===== src/rtl/mem_port_arbiter_if.sv =====
// Bundle of requester (IF/LSU) and memory-side signals around mem_port_arbiter.
// slave is the arbiter's view; master is the surrounding pipeline plus memory.
interface mem_port_arbiter_if #(
  parameter int ADDR_W = 32,
  parameter int DATA_W = 32
);
  // Fetch requester
  logic                  i_if_req;
  logic [ADDR_W-1:0]     i_if_addr;
  logic                  i_flush;
  logic [DATA_W-1:0]     o_if_rdata;
  logic                  o_if_valid;
  logic                  o_if_stall;
  // Load/store requester
  logic                  i_lsu_req;
  logic                  i_lsu_we;
  logic [ADDR_W-1:0]     i_lsu_addr;
  logic [DATA_W-1:0]     i_lsu_wdata;
  logic [DATA_W/8-1:0]   i_lsu_bmask;
  logic [DATA_W-1:0]     o_lsu_rdata;
  logic                  o_lsu_valid;
  logic                  o_lsu_stall;
  // Memory side
  logic                  o_mem_req;
  logic                  o_mem_we;
  logic [ADDR_W-1:0]     o_mem_addr;
  logic [DATA_W-1:0]     o_mem_wdata;
  logic [DATA_W/8-1:0]   o_mem_bmask;
  logic                  i_mem_ack;
  logic [DATA_W-1:0]     i_mem_rdata;
  logic                  o_bus_err;

  modport slave (
    input  i_if_req, i_if_addr, i_flush,
    output o_if_rdata, o_if_valid, o_if_stall,
    input  i_lsu_req, i_lsu_we, i_lsu_addr, i_lsu_wdata, i_lsu_bmask,
    output o_lsu_rdata, o_lsu_valid, o_lsu_stall,
    output o_mem_req, o_mem_we, o_mem_addr, o_mem_wdata, o_mem_bmask,
    input  i_mem_ack, i_mem_rdata,
    output o_bus_err
  );

  modport master (
    output i_if_req, i_if_addr, i_flush,
    input  o_if_rdata, o_if_valid, o_if_stall,
    output i_lsu_req, i_lsu_we, i_lsu_addr, i_lsu_wdata, i_lsu_bmask,
    input  o_lsu_rdata, o_lsu_valid, o_lsu_stall,
    input  o_mem_req, o_mem_we, o_mem_addr, o_mem_wdata, o_mem_bmask,
    output i_mem_ack, i_mem_rdata,
    input  o_bus_err
  );
endinterface


===== src/rtl/mem_port_arbiter.sv =====
// Shares one single-ported, variable-latency memory between instruction fetch and the LSU,
// with starvation bound on fetch, branch-flush abort and a memory-hang timeout.
module mem_port_arbiter #(
  parameter int ADDR_W     = 32,
  parameter int DATA_W     = 32,
  parameter int STARVE_MAX = 4,
  parameter int TIMEOUT    = 255
) (
  input  logic                i_clk,
  input  logic                i_reset_n,
  mem_port_arbiter_if.slave   bus
);

  localparam int BM_W = DATA_W / 8;
  localparam int SW   = $clog2(STARVE_MAX + 1);
  localparam int TW   = $clog2(TIMEOUT + 1);
  localparam logic [SW-1:0] STARVE_TOP = SW'(STARVE_MAX);
  localparam logic [TW-1:0] TMO_LAST   = TW'(TIMEOUT - 1);

  typedef enum logic [1:0] {IDLE, FETCH, DATA} state_e;

  state_e              state_q, state_d;
  logic                mem_req_q, mem_req_d;
  logic                mem_we_q, mem_we_d;
  logic [ADDR_W-1:0]   mem_addr_q, mem_addr_d;
  logic [DATA_W-1:0]   mem_wdata_q, mem_wdata_d;
  logic [BM_W-1:0]     mem_bmask_q, mem_bmask_d;
  logic [DATA_W-1:0]   if_rdata_q, if_rdata_d;
  logic                if_valid_q, if_valid_d;
  logic [DATA_W-1:0]   lsu_rdata_q, lsu_rdata_d;
  logic                lsu_valid_q, lsu_valid_d;
  logic                bus_err_q, bus_err_d;
  logic [SW-1:0]       starve_q, starve_d;
  logic [TW-1:0]       tmo_q, tmo_d;
  logic                abort_q, abort_d;

  logic if_elig, lsu_elig, grant_if, grant_lsu, aborted, timed_out;

  // A requester whose completion pulse is showing this cycle has not yet seen it,
  // so it cannot be re-granted on the stale level request.
  assign if_elig   = bus.i_if_req & ~if_valid_q & ~bus.i_flush;
  assign lsu_elig  = bus.i_lsu_req & ~lsu_valid_q;
  assign grant_if  = if_elig & (~lsu_elig | (starve_q == STARVE_TOP));
  assign grant_lsu = lsu_elig & ~grant_if;
  assign aborted   = abort_q | bus.i_flush;
  assign timed_out = (tmo_q == TMO_LAST);

  always_comb begin
    // NOTE: every variable gets a default first so no path leaves one unassigned (no latches).
    state_d     = state_q;
    mem_req_d   = mem_req_q;
    mem_we_d    = mem_we_q;
    mem_addr_d  = mem_addr_q;
    mem_wdata_d = mem_wdata_q;
    mem_bmask_d = mem_bmask_q;
    if_rdata_d  = if_rdata_q;
    if_valid_d  = 1'b0;
    lsu_rdata_d = lsu_rdata_q;
    lsu_valid_d = 1'b0;
    bus_err_d   = 1'b0;
    starve_d    = starve_q;
    tmo_d       = tmo_q;
    abort_d     = abort_q;

    unique case (state_q)
      IDLE: begin
        if (grant_if) begin
          state_d     = FETCH;
          mem_req_d   = 1'b1;
          mem_we_d    = 1'b0;
          mem_addr_d  = bus.i_if_addr;
          mem_bmask_d = '0;
          starve_d    = '0;
          tmo_d       = '0;
          abort_d     = 1'b0;
        end else if (grant_lsu) begin
          state_d     = DATA;
          mem_req_d   = 1'b1;
          mem_we_d    = bus.i_lsu_we;
          mem_addr_d  = bus.i_lsu_addr;
          mem_wdata_d = bus.i_lsu_wdata;
          mem_bmask_d = bus.i_lsu_bmask;
          tmo_d       = '0;
          if (bus.i_if_req && (starve_q != STARVE_TOP))
            starve_d = starve_q + SW'(1);
        end
      end

      FETCH: begin
        if (bus.i_mem_ack || timed_out) begin
          // An ack coinciding with the timeout is a normal completion.
          state_d   = IDLE;
          mem_req_d = 1'b0;
          abort_d   = 1'b0;
          bus_err_d = ~bus.i_mem_ack;
          if (!aborted) begin
            if_valid_d = 1'b1;
            if_rdata_d = bus.i_mem_ack ? bus.i_mem_rdata : '0;
          end
        end else begin
          tmo_d   = tmo_q + TW'(1);
          abort_d = aborted;
        end
      end

      DATA: begin
        if (bus.i_mem_ack || timed_out) begin
          state_d     = IDLE;
          mem_req_d   = 1'b0;
          lsu_valid_d = 1'b1;
          bus_err_d   = ~bus.i_mem_ack;
          if (!mem_we_q)
            lsu_rdata_d = bus.i_mem_ack ? bus.i_mem_rdata : '0;
        end else begin
          tmo_d = tmo_q + TW'(1);
        end
      end

      default: state_d = IDLE;
    endcase
  end

  // NOTE: sequential state uses non-blocking assignments so all registers update together.
  always_ff @(posedge i_clk or negedge i_reset_n) begin
    if (!i_reset_n) begin
      state_q     <= IDLE;
      mem_req_q   <= 1'b0;
      mem_we_q    <= 1'b0;
      mem_addr_q  <= '0;
      mem_wdata_q <= '0;
      mem_bmask_q <= '0;
      if_rdata_q  <= '0;
      if_valid_q  <= 1'b0;
      lsu_rdata_q <= '0;
      lsu_valid_q <= 1'b0;
      bus_err_q   <= 1'b0;
      starve_q    <= '0;
      tmo_q       <= '0;
      abort_q     <= 1'b0;
    end else begin
      state_q     <= state_d;
      mem_req_q   <= mem_req_d;
      mem_we_q    <= mem_we_d;
      mem_addr_q  <= mem_addr_d;
      mem_wdata_q <= mem_wdata_d;
      mem_bmask_q <= mem_bmask_d;
      if_rdata_q  <= if_rdata_d;
      if_valid_q  <= if_valid_d;
      lsu_rdata_q <= lsu_rdata_d;
      lsu_valid_q <= lsu_valid_d;
      bus_err_q   <= bus_err_d;
      starve_q    <= starve_d;
      tmo_q       <= tmo_d;
      abort_q     <= abort_d;
    end
  end

  assign bus.o_mem_req   = mem_req_q;
  assign bus.o_mem_we    = mem_we_q;
  assign bus.o_mem_addr  = mem_addr_q;
  assign bus.o_mem_wdata = mem_wdata_q;
  assign bus.o_mem_bmask = mem_bmask_q;
  assign bus.o_if_rdata  = if_rdata_q;
  assign bus.o_if_valid  = if_valid_q;
  assign bus.o_lsu_rdata = lsu_rdata_q;
  assign bus.o_lsu_valid = lsu_valid_q;
  assign bus.o_bus_err   = bus_err_q;
  assign bus.o_if_stall  = bus.i_if_req & ~if_valid_q;
  assign bus.o_lsu_stall = bus.i_lsu_req & ~lsu_valid_q;

endmodule


===== src/flat_wrapper.sv =====
// flat-port wrapper written by rule: the top's interface ports become plain ports
module mem_port_arbiter_flat 
#(
  parameter int ADDR_W     = 32,
  parameter int DATA_W     = 32,
  parameter int STARVE_MAX = 4,
  parameter int TIMEOUT    = 255
)
  (i_clk, i_reset_n, bus_i_if_req, bus_i_if_addr, bus_i_flush, bus_o_if_rdata, bus_o_if_valid, bus_o_if_stall, bus_i_lsu_req, bus_i_lsu_we, bus_i_lsu_addr, bus_i_lsu_wdata, bus_i_lsu_bmask, bus_o_lsu_rdata, bus_o_lsu_valid, bus_o_lsu_stall, bus_o_mem_req, bus_o_mem_we, bus_o_mem_addr, bus_o_mem_wdata, bus_o_mem_bmask, bus_i_mem_ack, bus_i_mem_rdata, bus_o_bus_err);
  mem_port_arbiter_if #(.ADDR_W(ADDR_W), .DATA_W(DATA_W)) bus_i ();
  input  logic i_clk;
  input  logic i_reset_n;
  input wire logic [$bits(bus_i.i_if_req)-1:0] bus_i_if_req;
  input wire logic [$bits(bus_i.i_if_addr)-1:0] bus_i_if_addr;
  input wire logic [$bits(bus_i.i_flush)-1:0] bus_i_flush;
  output wire logic [$bits(bus_i.o_if_rdata)-1:0] bus_o_if_rdata;
  output wire logic [$bits(bus_i.o_if_valid)-1:0] bus_o_if_valid;
  output wire logic [$bits(bus_i.o_if_stall)-1:0] bus_o_if_stall;
  input wire logic [$bits(bus_i.i_lsu_req)-1:0] bus_i_lsu_req;
  input wire logic [$bits(bus_i.i_lsu_we)-1:0] bus_i_lsu_we;
  input wire logic [$bits(bus_i.i_lsu_addr)-1:0] bus_i_lsu_addr;
  input wire logic [$bits(bus_i.i_lsu_wdata)-1:0] bus_i_lsu_wdata;
  input wire logic [$bits(bus_i.i_lsu_bmask)-1:0] bus_i_lsu_bmask;
  output wire logic [$bits(bus_i.o_lsu_rdata)-1:0] bus_o_lsu_rdata;
  output wire logic [$bits(bus_i.o_lsu_valid)-1:0] bus_o_lsu_valid;
  output wire logic [$bits(bus_i.o_lsu_stall)-1:0] bus_o_lsu_stall;
  output wire logic [$bits(bus_i.o_mem_req)-1:0] bus_o_mem_req;
  output wire logic [$bits(bus_i.o_mem_we)-1:0] bus_o_mem_we;
  output wire logic [$bits(bus_i.o_mem_addr)-1:0] bus_o_mem_addr;
  output wire logic [$bits(bus_i.o_mem_wdata)-1:0] bus_o_mem_wdata;
  output wire logic [$bits(bus_i.o_mem_bmask)-1:0] bus_o_mem_bmask;
  input wire logic [$bits(bus_i.i_mem_ack)-1:0] bus_i_mem_ack;
  input wire logic [$bits(bus_i.i_mem_rdata)-1:0] bus_i_mem_rdata;
  output wire logic [$bits(bus_i.o_bus_err)-1:0] bus_o_bus_err;
  assign bus_i.i_if_req = bus_i_if_req;
  assign bus_i.i_if_addr = bus_i_if_addr;
  assign bus_i.i_flush = bus_i_flush;
  assign bus_o_if_rdata = bus_i.o_if_rdata;
  assign bus_o_if_valid = bus_i.o_if_valid;
  assign bus_o_if_stall = bus_i.o_if_stall;
  assign bus_i.i_lsu_req = bus_i_lsu_req;
  assign bus_i.i_lsu_we = bus_i_lsu_we;
  assign bus_i.i_lsu_addr = bus_i_lsu_addr;
  assign bus_i.i_lsu_wdata = bus_i_lsu_wdata;
  assign bus_i.i_lsu_bmask = bus_i_lsu_bmask;
  assign bus_o_lsu_rdata = bus_i.o_lsu_rdata;
  assign bus_o_lsu_valid = bus_i.o_lsu_valid;
  assign bus_o_lsu_stall = bus_i.o_lsu_stall;
  assign bus_o_mem_req = bus_i.o_mem_req;
  assign bus_o_mem_we = bus_i.o_mem_we;
  assign bus_o_mem_addr = bus_i.o_mem_addr;
  assign bus_o_mem_wdata = bus_i.o_mem_wdata;
  assign bus_o_mem_bmask = bus_i.o_mem_bmask;
  assign bus_i.i_mem_ack = bus_i_mem_ack;
  assign bus_i.i_mem_rdata = bus_i_mem_rdata;
  assign bus_o_bus_err = bus_i.o_bus_err;
  mem_port_arbiter #(.ADDR_W(ADDR_W), .DATA_W(DATA_W), .STARVE_MAX(STARVE_MAX), .TIMEOUT(TIMEOUT)) u_core (.i_clk(i_clk), .i_reset_n(i_reset_n), .bus(bus_i));
endmodule

===== config.mk =====
export PLATFORM = sky130hd
export DESIGN_NAME = mem_port_arbiter_flat
export DESIGN_NICKNAME = d
export VERILOG_FILES = /design/src/rtl/mem_port_arbiter_if.sv /design/src/rtl/mem_port_arbiter.sv /design/src/flat_wrapper.sv
export SDC_FILE = /design/constraint.sdc
export NUM_CORES = 1
export LEC_CHECK = 0
export ABC_CLOCK_PERIOD_IN_PS = 2100
export BUFFER_PORTS_ARGS = -buffer_cell sky130_fd_sc_hd__buf_2
export CAP_MARGIN = 10
export CORE_ASPECT_RATIO = 0.75
export CORE_UTILIZATION = 48
export CTS_CLUSTER_SIZE = 24
export DETAILED_ROUTE_END_ITERATION = 12
export GPL_TIMING_DRIVEN = 0
export HOLD_SLACK_MARGIN = 0.15
export PLACE_DENSITY = 0.89
export SLEW_MARGIN = 15
export SYNTH_ARGS = -nofsm -noshare
export SYNTH_HDL_FRONTEND = slang
export SYNTH_SLANG_ARGS = --single-unit

===== constraint.sdc =====
create_clock -name i_clk -period 2.1 [get_ports i_clk]
set_input_delay 0.315 -clock i_clk [delete_from_list [all_inputs] [get_ports i_clk]]
set_output_delay 0.315 -clock i_clk [all_outputs]
set_load 0.05 [all_outputs]

==> out/metrics.cfg, run 1 <==
[global_route]
grt_max_degree=91
grt_pass1_wl_um=29560
first_global_vias=5688
grt_overflow=0
antenna_found_initial=0
track_usage=0.2788

[synthesis]
synth.avg_cell_area_um2=12.53
netlist_area_mm2=0.006515
async_flop_share=1.000
synth-seq-cells=151
netlist_instances=520
netlist.area_leader.share=0.5800
synth_nets=667
synthFlopType=dfrtp_1
synth_edf_count=0
synth-seq-area-share=0.5800
yosys.area.top_type=dfrtp_1
synthTopCellsByArea=dfrtp_1 (58%), mux2_2 (5.2%), mux2i_1 (5.1%)
synth_warnings=0
ys_types=56

[routing]
first_iter_violations=239
num_vias=5754
viasPerCell=5.428
wire_per_inst_um=18.46
ant_nets=0
drc=0
routed_wl_um=19570
drt-pass1-iter-count=4

[final_layout]
diodes=0
nets=1023
fin_area_mm2=0.009369
drive_above_1_share=0.4657
num-fill-cells=917
final_cell_mix=buf_2 (281), dfrtp_1 (150), dlygate4sd3_1 (56)
area_growth_pct=43.81
layout_commonest_cell=buf_2

[worst_setup_path]
cpMaxStageDelayCell=dfrtp_1
path_cells=inv_1 > ha_1 > and4_2 > a21o_4 > nand3_2 > buf_2 > a21bo_2
crit_arrival_ns=2.25
worstPathMaxFanout=10
cp-start-kind=register
worstSetupPathType=register to register
endpoint_kind=register
critPathMaxStageDelay_ns=0.43
cp.required_ns=2.40

[clock_tree]
clk_latency_ns=0.41
clkTransAtPathRegs_ns=0.06
htreeDepth=4
cts_tree=yes
clock_sinks=151
cts_root_buf=clkbuf_16
clockBufferDepth=2
cts_buffers=17

[status]
status=finished clean

[floorplan]
die_h_um=102.9
io_pins=278
dieArea_mm2=0.01405
die_x_um=136.5
initial_core_util=0.4970
coreArea_mm2=0.01311
rows=36

[pwr]
power_density_mw_per_mm2=1823
p_total_mw=17.08
peakVddDrop_mv=1.323
cellLeakagePower_nw=4.691

[sta]
fmax_mhz=513.8
min_period_ns=1.946
rsz0062_at_grt=false
max_slew.worst_pin.slew_ns=0.5600
final_max_slew_viol_count=0
finalSetupTns_ns=0
relSlewSlack=0.6267
setup_viol=0
final_hold_viol_count=0
fin_skew_ns=0.01527
finalCritPeriodShare=0.9269

[run]
cap_violations=0

[place]
io_buffers=276
place.detailed.hpwl_um=13110
placed_cell_area_mm2=0.008153
routabilityCongestion=0.8304

[worst_hold_path]
min_path_type=input port to register

[final cells by class]
class                      count  area (um2)  share of cell area
sequential                   151        3780              0.4034
multi-input combinational    318        2482              0.2650
timing repair buffer         338        2029              0.2166
clock buffer                  18       429.2             0.04581
buffer                        36       235.2             0.02511
tap                          171       214.0             0.02284
clock inverter                14       142.6             0.01522
inverter                      14       56.30            0.006010
[cells by family (layout without fill, tap and decap cells)]
group                    Yosys count  after routing  share of synthesized area
buffers and inverters             51            420                    0.04167
flip-flops                       151            151                     0.5800
AND/OR/NAND/NOR                  114            114                    0.09411
multiplexers                      66             66                     0.1077
XOR/XNOR                           2              2                   0.002689
adder cells (fa/ha/maj)            8              8                    0.01536
AO/OA/AOI/OAI                    128            128                     0.1584
[repair_timing]
item,in CTS,in global routing
gates cloned,0,0
gates resized for setup,1,14
pin swaps,2,1
setup endpoints to repair,29,61
hold endpoints to repair,115,1
hold buffers,55,1
setup buffers,3,2
[registers in the layout, indices dropped and copies added, names as in the netlist, 2 cells and up]
signal / flops
u_core.bus.o_lsu_rdata: 32
u_core.bus.o_mem_wdata: 32
u_core.starve_q: 3
u_core.bus.o_mem_bmask: 4
u_core.bus.o_if_rdata: 32
u_core.bus.o_mem_addr: 32
u_core.tmo_q: 8
u_core.state_q: 2
[critical path, delay by kind of cell, from the launching register on]
| kind | cells | cell delay, ns |
|---|---|---|
| buf+inv | 2 | 0.37 |
| simple gates | 2 | 0.46 |
| flops | 1 | 0.43 |
| fa+ha+maj | 1 | 0.15 |
| compound gates | 2 | 0.42 |
[per-layer routing]
| layer | routed length, um | part of all wire | GRT usage |
|---|---|---|---|
| met5 | 0 | 0 | 0 |
| met4 | 609 | 0.031 | 0.1239 |
| met3 | 1392 | 0.071 | 0.06981 |
| met2 | 9840 | 0.50 | 0.4701 |
| met1 | 7728 | 0.39 | 0.3424 |
[stage by stage]
stage	hold slack (ns)	cells	util	setup slack, ns
finish	0.1651	1060	0.7148	0.1536
global route	0.1509	1060	0.7148	0.003921
CTS	0.1501	1057	0.7106	-0.02374
detailed placement	0.2883	968	0.6220	-0.1774
global placement	0.4570	967	0.6191	-1.706
floorplan	0.01941	520	-	0.06620
[worst paths after layout]
path | from | to | slack (ns) | cells past startpoint
max | u_core.tmo_q[0] | u_core.bus.o_if_rdata[20] | 0.15 | 7
max in group asynchronous | i_reset_n | u_core.bus.o_mem_addr[7] | 0.84 | 3
min reg2reg | u_core.bus.o_mem_addr[27] | u_core.bus.o_mem_addr[27] | 0.48 | 2
max reg2reg | u_core.tmo_q[0] | u_core.bus.o_if_rdata[20] | 0.15 | 7
min in group asynchronous | i_reset_n | u_core.bus.o_lsu_rdata[23] | 0.44 | 2
min | bus_i_lsu_wdata[30] | u_core.bus.o_mem_wdata[30] | 0.17 | 2
[Yosys cell counts (2+ instances only)]
master     count
buf_6          4
o22ai_1        3
a22o_1        37
a21bo_2       31
nand3_1       11
a21oi_2        2
buf_2          9
o221ai_1       2
nand4_1       34
o2bb2ai_1      2
nor2_1         6
mux2_2        30
clkbuf_1      19
o21ai_2        5
o21ai_1       24
dfrtp_1      151
a21oi_1        2
mux2i_1       33
inv_1         13
o21ai_0        8
a221oi_1       2
mux2_1         3
nor3_1         2
ha_1           8
and2_1         2
buf_8          3
and4_1         2
nor2b_1        3
nand2_1       42
[report_power, final]
group | total (mW) | internal [mW] | switching, mW | leakage, nW
Clock | 2.96 | 1.67 | 1.29 | 0.269
Combinational | 9.11 | 2.50 | 6.61 | 2.53
Sequential | 5.02 | 4.22 | 0.797 | 1.89
Power figures use the tool's default switching activity.
==> run 2, diff against run 1 <==
--- a/config.mk
+++ b/config.mk
@@ -9,6 +9,7 @@
 export BUFFER_PORTS_ARGS = -buffer_cell sky130_fd_sc_hd__buf_2
 export CAP_MARGIN = 10
 export CORE_ASPECT_RATIO = 0.75
+export CORE_MARGIN = 2
 export CORE_UTILIZATION = 48
 export CTS_CLUSTER_SIZE = 24
 export DETAILED_ROUTE_END_ITERATION = 12
==> run 2 against run 1 <==
Against the previous run:
- wire length barely moved
- non-clock buffer count fell by 6
- largest cell class unchanged
- die area rose by 3.4%
- worst setup slack got worse by 0.041 ns
- flip-flop and latch count did not move
- clock skew fell by 0.0038 ns
- global-route usage fell by 0.96 points
- clock-buffer cell count did not move
- sequential power barely moved
==> out/metrics.cfg, run 2 (synthesized netlist as in run 1, its figures left out) <==
[clock_tree]
clkTransAtPathRegs_ns=0.06
cts_buffers=17
cts_root_buf=clkbuf_16
cts_tree=yes
clock_sinks=151
clk_latency_ns=0.41
clockBufferDepth=2
htreeDepth=4

[routing]
drc=0
first_iter_violations=247
route.top_layer_used=met4
routed_wl_um=19560
drt-met1-wl_um=7808
dr_wl_met2_um=9816
drt-pass1-iter-count=4
num_vias=5734
viasPerCell=5.440
wl_met3_um=1385
ant_nets=0
wire_per_inst_um=18.56

[sta]
whs_ns=0.1619
finalSetupTns_ns=0
fin_skew_ns=0.01142
final_hold_viol_count=0
final_max_slew_viol_count=0
max_slew.worst_pin.slew_ns=0.5671
finalCritPeriodShare=0.9464
setup_viol=0
min_period_ns=1.987
relSlewSlack=0.6206
fmax_mhz=503.2

[floorplan]
die_x_um=138.5
rows=36
io_pins=278
initial_core_util=0.4970
coreArea_mm2=0.01311
die_h_um=104.9
dieArea_mm2=0.01453

[pwr]
cellLeakagePower_nw=4.659
p_sw_frac=0.5131
peakVddDrop_mv=1.245
p_int_mw=8.242
seq_power_share=0.295
power_frac_comb=0.538
pwr-share-clk=0.167
p_sw_mw=8.687
p_total_mw=16.93
power_density_mw_per_mm2=1825

[global_route]
grt_max_degree=93
grt_overflow=0
track_usage=0.2693
first_global_vias=5892
antenna_found_initial=0
grt_pass1_wl_um=30790

[worst_setup_path]
worstPathMaxFanout=10
path_buf_inv=2
critPathMaxStageDelay_ns=0.44
cp.required_ns=2.40
cpMaxStageDelayCell=dfrtp_1
endpoint_kind=register
cp-start-kind=register
path_cells=inv_1 > ha_1 > and4_2 > a21o_4 > nand3_2 > buf_2 > a21bo_2
worstSetupPathType=register to register
critPathTopFamily=simple AND/OR/NAND/NOR gates
crit_arrival_ns=2.28

[final_layout]
area_growth_pct=42.39
final_cell_mix=buf_2 (279), dfrtp_1 (150), dlygate4sd3_1 (49)
drive_above_1_share=0.4711
stdcell_count=1054
diodes=0
layout_commonest_cell=buf_2
nets=1017

[worst_hold_path]
min_path_type=input port to register

[place]
place.detailed.hpwl_um=13430
routabilityCongestion=0.8771
dpl.cell_count=968
io_buffers=276

[run]
cap_violations=0

[status]
status=finished clean

-- run 2: cell types whose count changed in the layout (fill, tap and decap cells not counted), sizes merged --
cell and delta:
clkinv -1, dlygate4sd3 -7, bufinv -1, buf +1, inv +2
-- run 2: power by group through the flow --
stage / Sequential (mW) / Combinational, mW / Clock (mW)
after floorplan: 9.26 / 2.32 / 0
after global placement: 4.91 / 8.74 / 0
after detailed placement: 4.97 / 8.91 / 0
after CTS: 4.94 / 9.04 / 2.86
after global routing: 5.13 / 9.51 / 3.00
final: 4.99 / 9.11 / 2.83
-- run 2: per-layer routing --
metal,track usage,vias up
met1,0.3321,2801
met5,0,-
met4,0.09621,0
met3,0.05912,41
li1,-,2604
met2,0.4692,288
-- run 2: layout make-up --
type / count / area [um2]
plain buffers: 36 / 234.0
flip-flops and latches: 151 / 3780
well taps: 171 / 214.0
clock inverters: 14 / 112.6
clock buffers: 18 / 429.2
repair buffers: 332 / 1967
multi-input cells: 318 / 2484
inverters: 14 / 56.30
fillers: 920 / 3831
-- run 2: path summary, 6_finish.rpt --
kind                       slack (ns)  cells past startpoint                    endpoint                       from
max                              0.11                      7    u_core.bus.o_if_rdata[6]            u_core.tmo_q[0]
min                              0.16                      2   u_core.bus.o_lsu_rdata[5]         bus_i_mem_rdata[5]
max reg2reg                      0.11                      7    u_core.bus.o_if_rdata[6]            u_core.tmo_q[0]
min reg2reg                      0.48                      2   u_core.bus.o_mem_addr[29]  u_core.bus.o_mem_addr[29]
max in group asynchronous        0.85                      3  u_core.bus.o_mem_wdata[31]                  i_reset_n
min in group asynchronous        0.44                      2  u_core.bus.o_lsu_rdata[22]                  i_reset_n
-- run 2: through the flow --
stage / worst slack (ns) / area [um2] / util
final: 0.1126 / 9276 / 0.7077
after global routing: -0.0009601 / 9276 / 0.7077
after CTS: -0.009348 / 9206 / 0.7024
after detailed placement: -0.2139 / 8153 / 0.6220
after global placement: -1.677 / 8115 / 0.6191
after floorplan: 0.06620 / 6520 / -
-- run 2: what timing repair did --
item                                    in CTS  in global routing
pin swaps                                    2                  1
resized for setup                            2                 16
hold buffers                                47                  2
setup buffers                                3                  3
endpoints found under the setup margin      33                 66
endpoints found under the hold margin      105                  2
